<file path="src/rtl/pio_bank_pkg.sv">
// Shared encodings for the PIO bank: register select codes, edge modes
// and a constant-evaluable ceiling log2.
package pio_bank_pkg;

   typedef enum logic [1:0] {
      SEL_OUT  = 2'd0,
      SEL_IN   = 2'd1,
      SEL_EDGE = 2'd2,
      SEL_MASK = 2'd3
   } sel_e;

   localparam int EDGE_RISE = 0;
   localparam int EDGE_FALL = 1;
   localparam int EDGE_ANY  = 2;

   function automatic int clog2(input int value);
      int result;
      result = 0;
      while ((1 << result) < value) result++;
      return result;
   endfunction

endpackage

</file>
<file path="src/rtl/pio_bank_debounce.sv">
// One input channel: two-flop synchroniser, whole-word debounce and
// edge detection on the debounced value.
module pio_debounce
   import pio_bank_pkg::*;
#(
   parameter int                DATA_W    = 32,
   parameter int                DEB_CYC   = 50000,
   parameter int                EDGE_MODE = EDGE_RISE,
   parameter logic [DATA_W-1:0] IN_RST    = '0
) (
   input  logic              clk,
   input  logic              reset_n,
   input  logic [DATA_W-1:0] pin,
   output logic [DATA_W-1:0] stable,
   output logic [DATA_W-1:0] edge_det
);

   localparam int CNT_W = (clog2(DEB_CYC + 1) < 1) ? 1 : clog2(DEB_CYC + 1);

   logic [DATA_W-1:0] sync_meta;
   logic [DATA_W-1:0] sync_out;
   logic [DATA_W-1:0] stable_prev;

   always_ff @(posedge clk or negedge reset_n) begin
      if (!reset_n) begin
         sync_meta   <= IN_RST;
         sync_out    <= IN_RST;
         stable_prev <= IN_RST;
      end else begin
         sync_meta   <= pin;
         sync_out    <= sync_meta;
         stable_prev <= stable;
      end
   end

   generate
      if (DEB_CYC == 0) begin : g_bypass
         always_ff @(posedge clk or negedge reset_n) begin
            if (!reset_n) stable <= IN_RST;
            else          stable <= sync_out;
         end
      end else begin : g_count
         logic [CNT_W-1:0]  cnt;
         logic [CNT_W-1:0]  cnt_eff;
         logic [DATA_W-1:0] sync_prev;

         // A new differing value restarts the stability count from zero
         always_comb cnt_eff = (sync_out != sync_prev) ? '0 : cnt;

         always_ff @(posedge clk or negedge reset_n) begin
            if (!reset_n) begin
               cnt       <= '0;
               stable    <= IN_RST;
               sync_prev <= IN_RST;
            end else begin
               sync_prev <= sync_out;
               if (sync_out == stable) begin
                  cnt <= '0;
               end else if (cnt_eff == CNT_W'(DEB_CYC - 1)) begin
                  stable <= sync_out;
                  cnt    <= '0;
               end else begin
                  cnt <= cnt_eff + CNT_W'(1);
               end
            end
         end
      end
   endgenerate

   always_comb begin
      edge_det = '0;
      case (EDGE_MODE)
         EDGE_RISE: edge_det = stable & ~stable_prev;
         EDGE_FALL: edge_det = ~stable & stable_prev;
         default:   edge_det = stable ^ stable_prev;
      endcase
   end

endmodule

</file>
<file path="src/rtl/pio_bank_avmm.sv">
// Avalon-MM PIO bank: output words, debounced input words with edge
// capture, per-channel interrupt mask and a registered level IRQ.
module pio_bank_avmm
   import pio_bank_pkg::*;
#(
   parameter int                DATA_W    = 32,
   parameter int                N_OUT     = 4,
   parameter int                N_IN      = 2,
   parameter int                DEB_CYC   = 50000,
   parameter int                EDGE_MODE = EDGE_RISE,
   parameter logic [DATA_W-1:0] OUT_RST   = '0,
   parameter logic [DATA_W-1:0] IN_RST    = '0,
   localparam int MAX_CH = (N_OUT > N_IN) ? N_OUT : N_IN,
   localparam int IDX_W  = (clog2(MAX_CH) < 1) ? 1 : clog2(MAX_CH)
) (
   input  logic                     clk,
   input  logic                     reset_n,
   input  logic [IDX_W+1:0]         avs_address,
   input  logic                     avs_read,
   input  logic                     avs_write,
   input  logic [31:0]              avs_writedata,
   input  logic [3:0]               avs_byteenable,
   output logic [31:0]              avs_readdata,
   output logic                     irq,
   output logic [N_OUT*DATA_W-1:0]  out_export,
   input  logic [N_IN*DATA_W-1:0]   in_export
);

   sel_e              sel;
   logic [IDX_W-1:0]  idx;
   logic [31:0]       be_mask;
   logic [DATA_W-1:0] wmask;
   logic [DATA_W-1:0] wdata;
   logic [31:0]       rd_mux;
   logic              irq_next;

   logic [DATA_W-1:0] out_reg  [N_OUT];
   logic [DATA_W-1:0] stable   [N_IN];
   logic [DATA_W-1:0] edge_det [N_IN];
   logic [DATA_W-1:0] edge_reg [N_IN];
   logic [DATA_W-1:0] edge_clr [N_IN];
   logic [DATA_W-1:0] mask_reg [N_IN];
   logic              mask_wr  [N_IN];

   assign sel     = sel_e'(avs_address[IDX_W+1:IDX_W]);
   assign idx     = avs_address[IDX_W-1:0];
   assign be_mask = {{8{avs_byteenable[3]}}, {8{avs_byteenable[2]}},
                     {8{avs_byteenable[1]}}, {8{avs_byteenable[0]}}};
   assign wmask   = be_mask[DATA_W-1:0];
   assign wdata   = avs_writedata[DATA_W-1:0];

   generate
      for (genvar g = 0; g < N_OUT; g++) begin : g_out
         assign out_export[g*DATA_W +: DATA_W] = out_reg[g];
      end
      for (genvar g = 0; g < N_IN; g++) begin : g_in
         pio_debounce #(
            .DATA_W    (DATA_W),
            .DEB_CYC   (DEB_CYC),
            .EDGE_MODE (EDGE_MODE),
            .IN_RST    (IN_RST)
         ) u_debounce (
            .clk      (clk),
            .reset_n  (reset_n),
            .pin      (in_export[g*DATA_W +: DATA_W]),
            .stable   (stable[g]),
            .edge_det (edge_det[g])
         );
      end
   endgenerate

   always_ff @(posedge clk or negedge reset_n) begin
      if (!reset_n) begin
         for (int k = 0; k < N_OUT; k++) out_reg[k] <= OUT_RST;
      end else if (avs_write && sel == SEL_OUT) begin
         for (int k = 0; k < N_OUT; k++)
            if (idx == IDX_W'(k)) out_reg[k] <= (out_reg[k] & ~wmask) | (wdata & wmask);
      end
   end

   always_comb begin
      for (int k = 0; k < N_IN; k++) begin
         edge_clr[k] = '0;
         mask_wr[k]  = 1'b0;
         if (avs_write && idx == IDX_W'(k)) begin
            if (sel == SEL_EDGE) edge_clr[k] = wdata & wmask;
            if (sel == SEL_MASK) mask_wr[k]  = 1'b1;
         end
      end
   end

   // Newly detected edges are OR-ed in after the clear so a set wins
   always_ff @(posedge clk or negedge reset_n) begin
      if (!reset_n) begin
         for (int k = 0; k < N_IN; k++) begin
            edge_reg[k] <= '0;
            mask_reg[k] <= '0;
         end
      end else begin
         for (int k = 0; k < N_IN; k++) begin
            edge_reg[k] <= (edge_reg[k] & ~edge_clr[k]) | edge_det[k];
            if (mask_wr[k]) mask_reg[k] <= (mask_reg[k] & ~wmask) | (wdata & wmask);
         end
      end
   end

   always_comb begin
      irq_next = 1'b0;
      for (int k = 0; k < N_IN; k++) irq_next = irq_next | (|(edge_reg[k] & mask_reg[k]));
   end

   always_comb begin
      rd_mux = '0;
      for (int k = 0; k < N_OUT; k++)
         if (sel == SEL_OUT && idx == IDX_W'(k)) rd_mux[DATA_W-1:0] = out_reg[k];
      for (int k = 0; k < N_IN; k++) begin
         if (idx == IDX_W'(k)) begin
            case (sel)
               SEL_IN:   rd_mux[DATA_W-1:0] = stable[k];
               SEL_EDGE: rd_mux[DATA_W-1:0] = edge_reg[k];
               SEL_MASK: rd_mux[DATA_W-1:0] = mask_reg[k];
               default:  ;
            endcase
         end
      end
   end

   always_ff @(posedge clk or negedge reset_n) begin
      if (!reset_n) begin
         avs_readdata <= '0;
         irq          <= 1'b0;
      end else begin
         if (avs_read) avs_readdata <= rd_mux;
         irq <= irq_next;
      end
   end

endmodule

</file>
<file path="config.mk">
export PLATFORM = sky130hd
export DESIGN_NAME = pio_bank_avmm
export DESIGN_NICKNAME = d
export VERILOG_FILES = /design/src/rtl/pio_bank_pkg.sv /design/src/rtl/pio_bank_debounce.sv /design/src/rtl/pio_bank_avmm.sv
export SDC_FILE = /design/constraint.sdc
export NUM_CORES = 1
export LEC_CHECK = 0
export ABC_AREA = 1
export BUFFER_PORTS_ARGS = -buffer_cell sky130_fd_sc_hd__buf_2
export CORE_ASPECT_RATIO = 0.9
export CORE_UTILIZATION = 50
export DETAILED_ROUTE_END_ITERATION = 12
export GPL_TIMING_DRIVEN = 0
export PLACE_DENSITY = 0.82
export SYNTH_ARGS = -nofsm -noshare
export SYNTH_HDL_FRONTEND = slang
export SYNTH_SLANG_ARGS = --single-unit
</file>
<file path="constraint.sdc">
create_clock -name clk -period 2.27 [get_ports clk]
set_input_delay 0.227 -clock clk [delete_from_list [all_inputs] [get_ports clk]]
set_output_delay 0.227 -clock clk [all_outputs]
set_load 0.01 [all_outputs]
</file>
==> flow_summary.ini, run 1 <==
[clock_network]
htreeDepth = 3
clock_latency_ns = 0.63
path_clk_slew_ns = 0.06
clock_path_buffers = 3
clockRootBuffer = clkbuf_16
cts_tree = done
clock_sinks = 641
cts_buffers = 67

[critical_path]
cp_max_fo = 6
r2r_end = g_in[1].u_debounce.stable[2]
startpoint = g_in[1].u_debounce.sync_out[20]
critPathLaunchType = flip-flop
end_kind = flip-flop
rr_worst_depth = 15
r2r_slack_ns = -0.51
crit_type = flip-flop to flip-flop
critPathCapture = g_in[1].u_debounce.stable[2]
rr_startpoint = g_in[1].u_debounce.sync_out[20]
critPathRequiredTime_ns = 2.77
worst-endpoint-arrival_ns = 3.28

[finish]
finalNetCount = 3449
drive_above_1_share = 0.236
syn2layout_area_growth_pct = 27.6
fin_cells = 4080

[routing]
wl_met3_um = 11100
dr.pass1.iters = 7
drtAntennaViolNets = 0
dr_wl_met2_um = 42800
drc_errors = 0
viasPerCell = 6.00
drtIter0Drc = 3309
drt_wl_total_um = 95200
vias = 24500
met1_length_um = 34300
top_layer = met5
drt-wirelength-per-cell_um = 23.3

[sta]
hold_viol = 1
final.setup.worst_slack_ns = -0.512
rsz0062_at_grt = yes
setup_tns_ns = -40.39
drv_slew = 0
max_slew_margin = 0.436
worst_pin_slew_ns = 0.846
final.min_clock_period_ns = 2.78
fmax_mhz = 359
fin_crit_sh = 1.23
setup_viol = 96
skew_ns = 0.0437
hold_slack_ns = -0.00495

[floorplan]
pin_count = 269
chipHeight_um = 220
core_mm2 = 0.0519
rows = 79
initial_utilization = 0.508
die_x_um = 244
die_area_mm2 = 0.0537

[synthesis]
synth_xor_xnor_area_share = 0.0193
netlist.area_leader.share = 0.608
async_reset_ff_frac = 1.00
yosys.area.top_type = dfrtp_1
yosysWarnings = 0
ys_seq_elements = 641
ys_types = 43
syn_inst = 2832
synth_mux_area_frac = 0
syn_area_per_cell_um2 = 9.32
synth_edf_count = 0
ys.flop_type = dfrtp_1
synth_compound_area_frac = 0.133
synth_nets = 2942
synthAdderAreaFrac = 0.000948
synth_top_family_by_area = simple AND/OR/NAND/NOR gates
synthTopCellsByArea = dfrtp_1 61%, nand2_1 11%, o21ai_0 7.0%
syn_area_mm2 = 0.0264
yosys.area_share.simple = 0.183
synth-seq-area-share = 0.608

[pwr]
seq_power_share = 0.481
power.internal_mw = 20.4
clkPwrFrac = 0.399
ir_drop_mv = 0.737
p_per_area_mw_per_mm2 = 844
p_sw_frac = 0.281
power_frac_comb = 0.120
p_leak_nw = 15.9
p_sw_mw = 7.98

[place]
io_buffers = 268
dp_hpwl_um = 63100
dp.cells = 3793
gp_congestion = 1.03

[run_status]
violations = hold timing, setup timing
run_status = finished, violations left

[global_route]
first_global_vias = 22800
grt_max_degree = 125
grt_pass1_wl_um = 136000
grt_overflow = 0
antenna_found_initial = 2
grt_usage = 0.338

[worst_hold_path]
hp-class = input port to flip-flop
hp-start = avs_writedata[17]

[flow_run]
drv_cap = 0
-- worst min path at each step --
stage	cells past startpoint	to	slack, ns
finish	4	edge_reg[49]	-0.005
global route	4	edge_reg[20]	0.03
CTS	4	edge_reg[49]	0.002
detailed placement	1	async pin	0.27
global placement	0	g_in[1].u_debounce.sync_out[27]	0.33
floorplan	0	async pin	-0.07
-- cells in the mapped netlist, types with 2 or more instances --
cell type    n
nor3_1       9
nand2_4      2
xor2_1       8
nor2_2       5
nand2_1    800
inv_1      237
nand3_1    125
o22ai_1      2
ha_1         2
a21oi_1     33
buf_6        7
nor2_4       2
o2111ai_1   17
clkinv_1     3
buf_1        5
dfrtp_1    641
nand2_2     31
a211oi_1     9
nand3_2      2
o21ai_0    371
a22o_1      17
nand4_1     33
a221oi_1    55
nor2_1     147
clkbuf_1    76
inv_2       38
buf_2        7
nor4_1       5
o31ai_1      2
o21ai_1     20
o211ai_1    31
xnor2_1     50
o21ai_2     30
-- placed cells by master, fill, tap and decap left out, types with 13 or more instances in the layout --
cell | synthesis | final
nand2_1 | 800 | 726
dfrtp_1 | 641 | 607
o21ai_0 | 371 | 360
buf_2 | 7 | 267
inv_1 | 237 | 229
nor2_1 | 147 | 116
nand3_1 | 125 | 114
clkbuf_1 | 76 | 90
buf_4 | 1 | 76
clkbuf_16 | 0 | 74
dlygate4sd3_1 | 0 | 67
nand2_2 | 31 | 58
a221oi_1 | 55 | 55
nand2_4 | 2 | 50
o21ai_2 | 30 | 45
xnor2_1 | 50 | 41
inv_2 | 38 | 40
dfrtp_2 | 0 | 34
nand4_1 | 33 | 33
o211ai_1 | 31 | 31
a21oi_1 | 33 | 30
nor2_2 | 5 | 22
o2111ai_1 | 17 | 17
a22o_1 | 17 | 17
nor2_4 | 2 | 16
o21ai_1 | 20 | 15
clkbuf_8 | 0 | 14
buf_6 | 7 | 13
-- power by group through the flow --
stage                     logic [mW]  registers [mW]  clock network [mW]
final                           3.40            13.7                11.3
after detailed placement        3.07            13.8                   0
after CTS                       3.25            13.6                11.3
after floorplan                 1.42            13.6                   0
after global placement          2.95            13.7                   0
after global routing            3.74            13.7                11.8
-- through the flow --
step	power [mW]	setup WS [ns]	area, um^2	utilization
finish	28.4	-0.512	33700	0.649
global placement	16.7	-11.96	28600	0.552
global route	29.3	-0.621	33700	0.649
floorplan	15.0	-0.0271	26400	-
detailed placement	16.8	-0.613	28800	0.555
CTS	28.1	-0.285	32800	0.632
-- area by class of cell --
type | instances | area, um^2
timing repair buffer | 438 | 3130
fill | 3739 | 18200
inverter | 278 | 1060
sequential | 641 | 16100
clock buffer | 98 | 2000
buffer | 95 | 526
clock inverter | 22 | 259
multi-input combinational | 1818 | 9750
antenna | 2 | 5.00
tap | 688 | 861
-- repair_timing --
| item | CTS | global route |
|---|---|---|
| hold buffers | 67 | 0 |
| cloned | 6 | 4 |
| buffers inserted | 66 | 26 |
| resized for setup | 143 | 171 |
| endpoints found under the hold margin | 149 | 0 |
| pin swaps | 46 | 42 |
| endpoints found under the setup margin | 95 | 192 |
-- logic make-up after synthesis --
| family | Yosys count |
|---|---|
| DFF | 641 |
| and+or+nand+nor | 1168 |
| buffers and inverters | 374 |
| adders and majority gates | 2 |
| AOI/OAI and AO/OA | 589 |
| xor gates and xnor gates | 58 |
-- per-layer routing --
layer	vias to the layer above	global-route usage
li1	10300	-
met3	507	0.0809
met1	11700	0.435
met2	1892	0.532
met5	-	0
met4	2	0.185
-- worst max-delay path, stage by stage, from the launching register on --
cell       delay, ns
dfrtp_2         0.47
xnor2_1         0.22
nand2_1         0.10
nor2_1          0.14
nand2_1         0.09
nor2_2          0.11
buf_4           0.14
buf_4           0.10
nand3_1         0.18
nor2_4          0.23
nand3_4         0.11
nor2_4          0.25
nand2_4         0.17
clkbuf_16       0.21
nand2_1         0.07
o21ai_1         0.07
No activity file was read; power rests on OpenSTA's default activity.
==> inputs of run 2 (changes only) <==
--- a/config.mk
+++ b/config.mk
@@ -8,10 +8,11 @@
 export ABC_AREA = 1
 export BUFFER_PORTS_ARGS = -buffer_cell sky130_fd_sc_hd__buf_2
 export CORE_ASPECT_RATIO = 0.9
-export CORE_UTILIZATION = 50
+export CORE_UTILIZATION = 51
 export DETAILED_ROUTE_END_ITERATION = 12
 export GPL_TIMING_DRIVEN = 0
-export PLACE_DENSITY = 0.82
+export PLACE_DENSITY = 0.74
+export REMOVE_ABC_BUFFERS = 1
 export SYNTH_ARGS = -nofsm -noshare
 export SYNTH_HDL_FRONTEND = slang
 export SYNTH_SLANG_ARGS = --single-unit
==> run 2 against run 1 <==
  * The run still ends with hold timing, setup timing left
  * Clock skew decreased by 0.017 ns
  * Via count decreased by 6.7%
  * Combinational power about the same
  * Worst hold slack got worse by 0.33 ns
  * Critical path depth increased by 3
  * Maximum frequency increased by 3.6%
  * Non-clock buffer count decreased by 107
  * Largest cell class unchanged
==> flow_summary.ini, run 2 (synthesized netlist as in run 1, its figures left out) <==
[clock_network]
htreeDepth = 3
path_clk_slew_ns = 0.06
clockRootBuffer = clkbuf_16
cts_buffers = 67
hold_buffers = 87
cts_tree = done
clock_sinks = 641
clock_latency_ns = 0.61
clock_path_buffers = 3

[routing]
drt_wl_total_um = 84100
drt-wirelength-per-cell_um = 21.2
drc_errors = 0
vias = 22800
drtIter0Drc = 2433
dr.pass1.iters = 5
viasPerCell = 5.75
drtAntennaViolNets = 0

[flow_run]
drv_cap = 0

[critical_path]
cp_max_fo = 8
critPathBufInv = 3
crit_family = simple AND/OR/NAND/NOR gates
max_stage_delay_ns = 0.43
crit_slowest_cell = dfrtp_1
crit_top_cell = nand2_1
crit_chain = inv_2 -> nand2_1 -> nand2_1 -> inv_1 -> nand2_1 -> nor2_1 -> nand2_1 -> nor2_4 -> nand2_2 -> nor2_4 -> ha_4 -> nand4_4 -> or2_4 -> nor2_4 -> buf_12 -> nand2_8 -> nand2_2 -> o21ai_2
r2r_slack_ns = -0.42
critPathLaunchType = flip-flop
end_kind = flip-flop
crit_type = flip-flop to flip-flop
worst-endpoint-arrival_ns = 3.17
critPathRequiredTime_ns = 2.76

[floorplan]
initial_utilization = 0.520
die_x_um = 242
core_mm2 = 0.0507
chipHeight_um = 218
pin_count = 269
rows = 78
die_area_mm2 = 0.0527

[finish]
syn2layout_area_growth_pct = 25.9
nFillCells = 3871
drive_above_1_share = 0.225
fin_cells = 3976
layout_common_cells = 726 x nand2_1, 620 x dfrtp_1, 360 x o21ai_0
layout_commonest_cell = nand2_1
finalNetCount = 3359
multi_input_area_mm2 = 0.00990
ff_latch_area_mm2 = 0.0161

[global_route]
grt_max_degree = 122
first_global_vias = 21900
grt_usage = 0.318
antenna_found_initial = 2
grt_pass1_wl_um = 128000
grt_overflow = 0

[place]
dp.cells = 3697
pre_cts_slack_ns = -1.76
gp_congestion = 0.922
io_buffers = 268
dp_hpwl_um = 54200

[pwr]
power_mw = 28.2
p_per_area_mw_per_mm2 = 848
p_leak_nw = 15.6
ir_drop_mv = 0.593

[sta]
skew_ns = 0.0272
rsz0062_at_grt = yes
hold_viol = 113
final.setup.worst_slack_ns = -0.416
setup_viol = 95
final.min_clock_period_ns = 2.69
fmax_mhz = 372
drv_slew = 0
fin_crit_sh = 1.18
worst_pin_slew_ns = 1.02
max_slew_margin = 0.322
hold_slack_ns = -0.336

[run_status]
violations = hold timing, setup timing
run_status = finished, violations left

[worst_hold_path]
hp-class = input port to async pin
==> run 2: path summary, 6_finish.rpt <==
kind,cells after the start,from,to
setup / recovery,18,g_in[0].u_debounce.sync_out[18],g_in[0].u_debounce.stable[20]
hold reg to reg,0,g_in[1].u_debounce.sync_meta[23],g_in[1].u_debounce.sync_out[23]
setup reg to reg,18,g_in[0].u_debounce.sync_out[18],g_in[0].u_debounce.stable[20]
max in group asynchronous,4,reset_n,async pin
min in group clk,4,avs_writedata[6],edge_reg[6]
hold / removal,1,reset_n,g_in[0].u_debounce.sync_meta[6]
==> run 2: layout make-up <==
type / count / area share
Tap cell: 680 / 0.0256
Multi-Input combinational cell: 1835 / 0.298
Antenna cell: 2 / 0.000151
Inverter: 278 / 0.0319
Sequential cell: 641 / 0.484
Clock inverter: 15 / 0.00704
Timing Repair Buffer: 426 / 0.0930
Clock buffer: 99 / 0.0606
==> run 2: what timing repair did <==
action,4_1_cts,5_1_grt
pin swaps,42,33
gates resized for setup,146,101
endpoints found under the setup margin,333,191
gates cloned,15,4
endpoints found under the hold margin,223,113
buffers inserted,39,18
==> run 2: layer usage <==
layer  GRT usage  part of all wire  routed length [um]
met1       0.437              0.41               34300
met4       0.145             0.050                4170
met5           0           0.00015                  13
met3      0.0716             0.093                7800
met2       0.485              0.45               37900
==> run 2: per-stage QoR <==
| stage | setup TNS, ns | hold WS, ns | cell area [um^2] | util |
|---|---|---|---|---|
| global route | -42.31 | -0.241 | 33200 | 0.655 |
| detailed placement | -405.38 | 0.335 | 28500 | 0.562 |
| floorplan | -453.50 | -0.0686 | 26000 | - |
| CTS | -20.84 | -0.284 | 32600 | 0.643 |
| finish | -31.78 | -0.336 | 33200 | 0.655 |
| global placement | -9031.83 | 0.332 | 28200 | 0.555 |
==> run 2: power breakdown <==
part,switching (mW),total (mW),internal (mW)
logic,2.08,3.41,1.32
registers,0.943,13.5,12.5
clock network,4.49,11.3,6.80
total,7.51,28.2,20.6
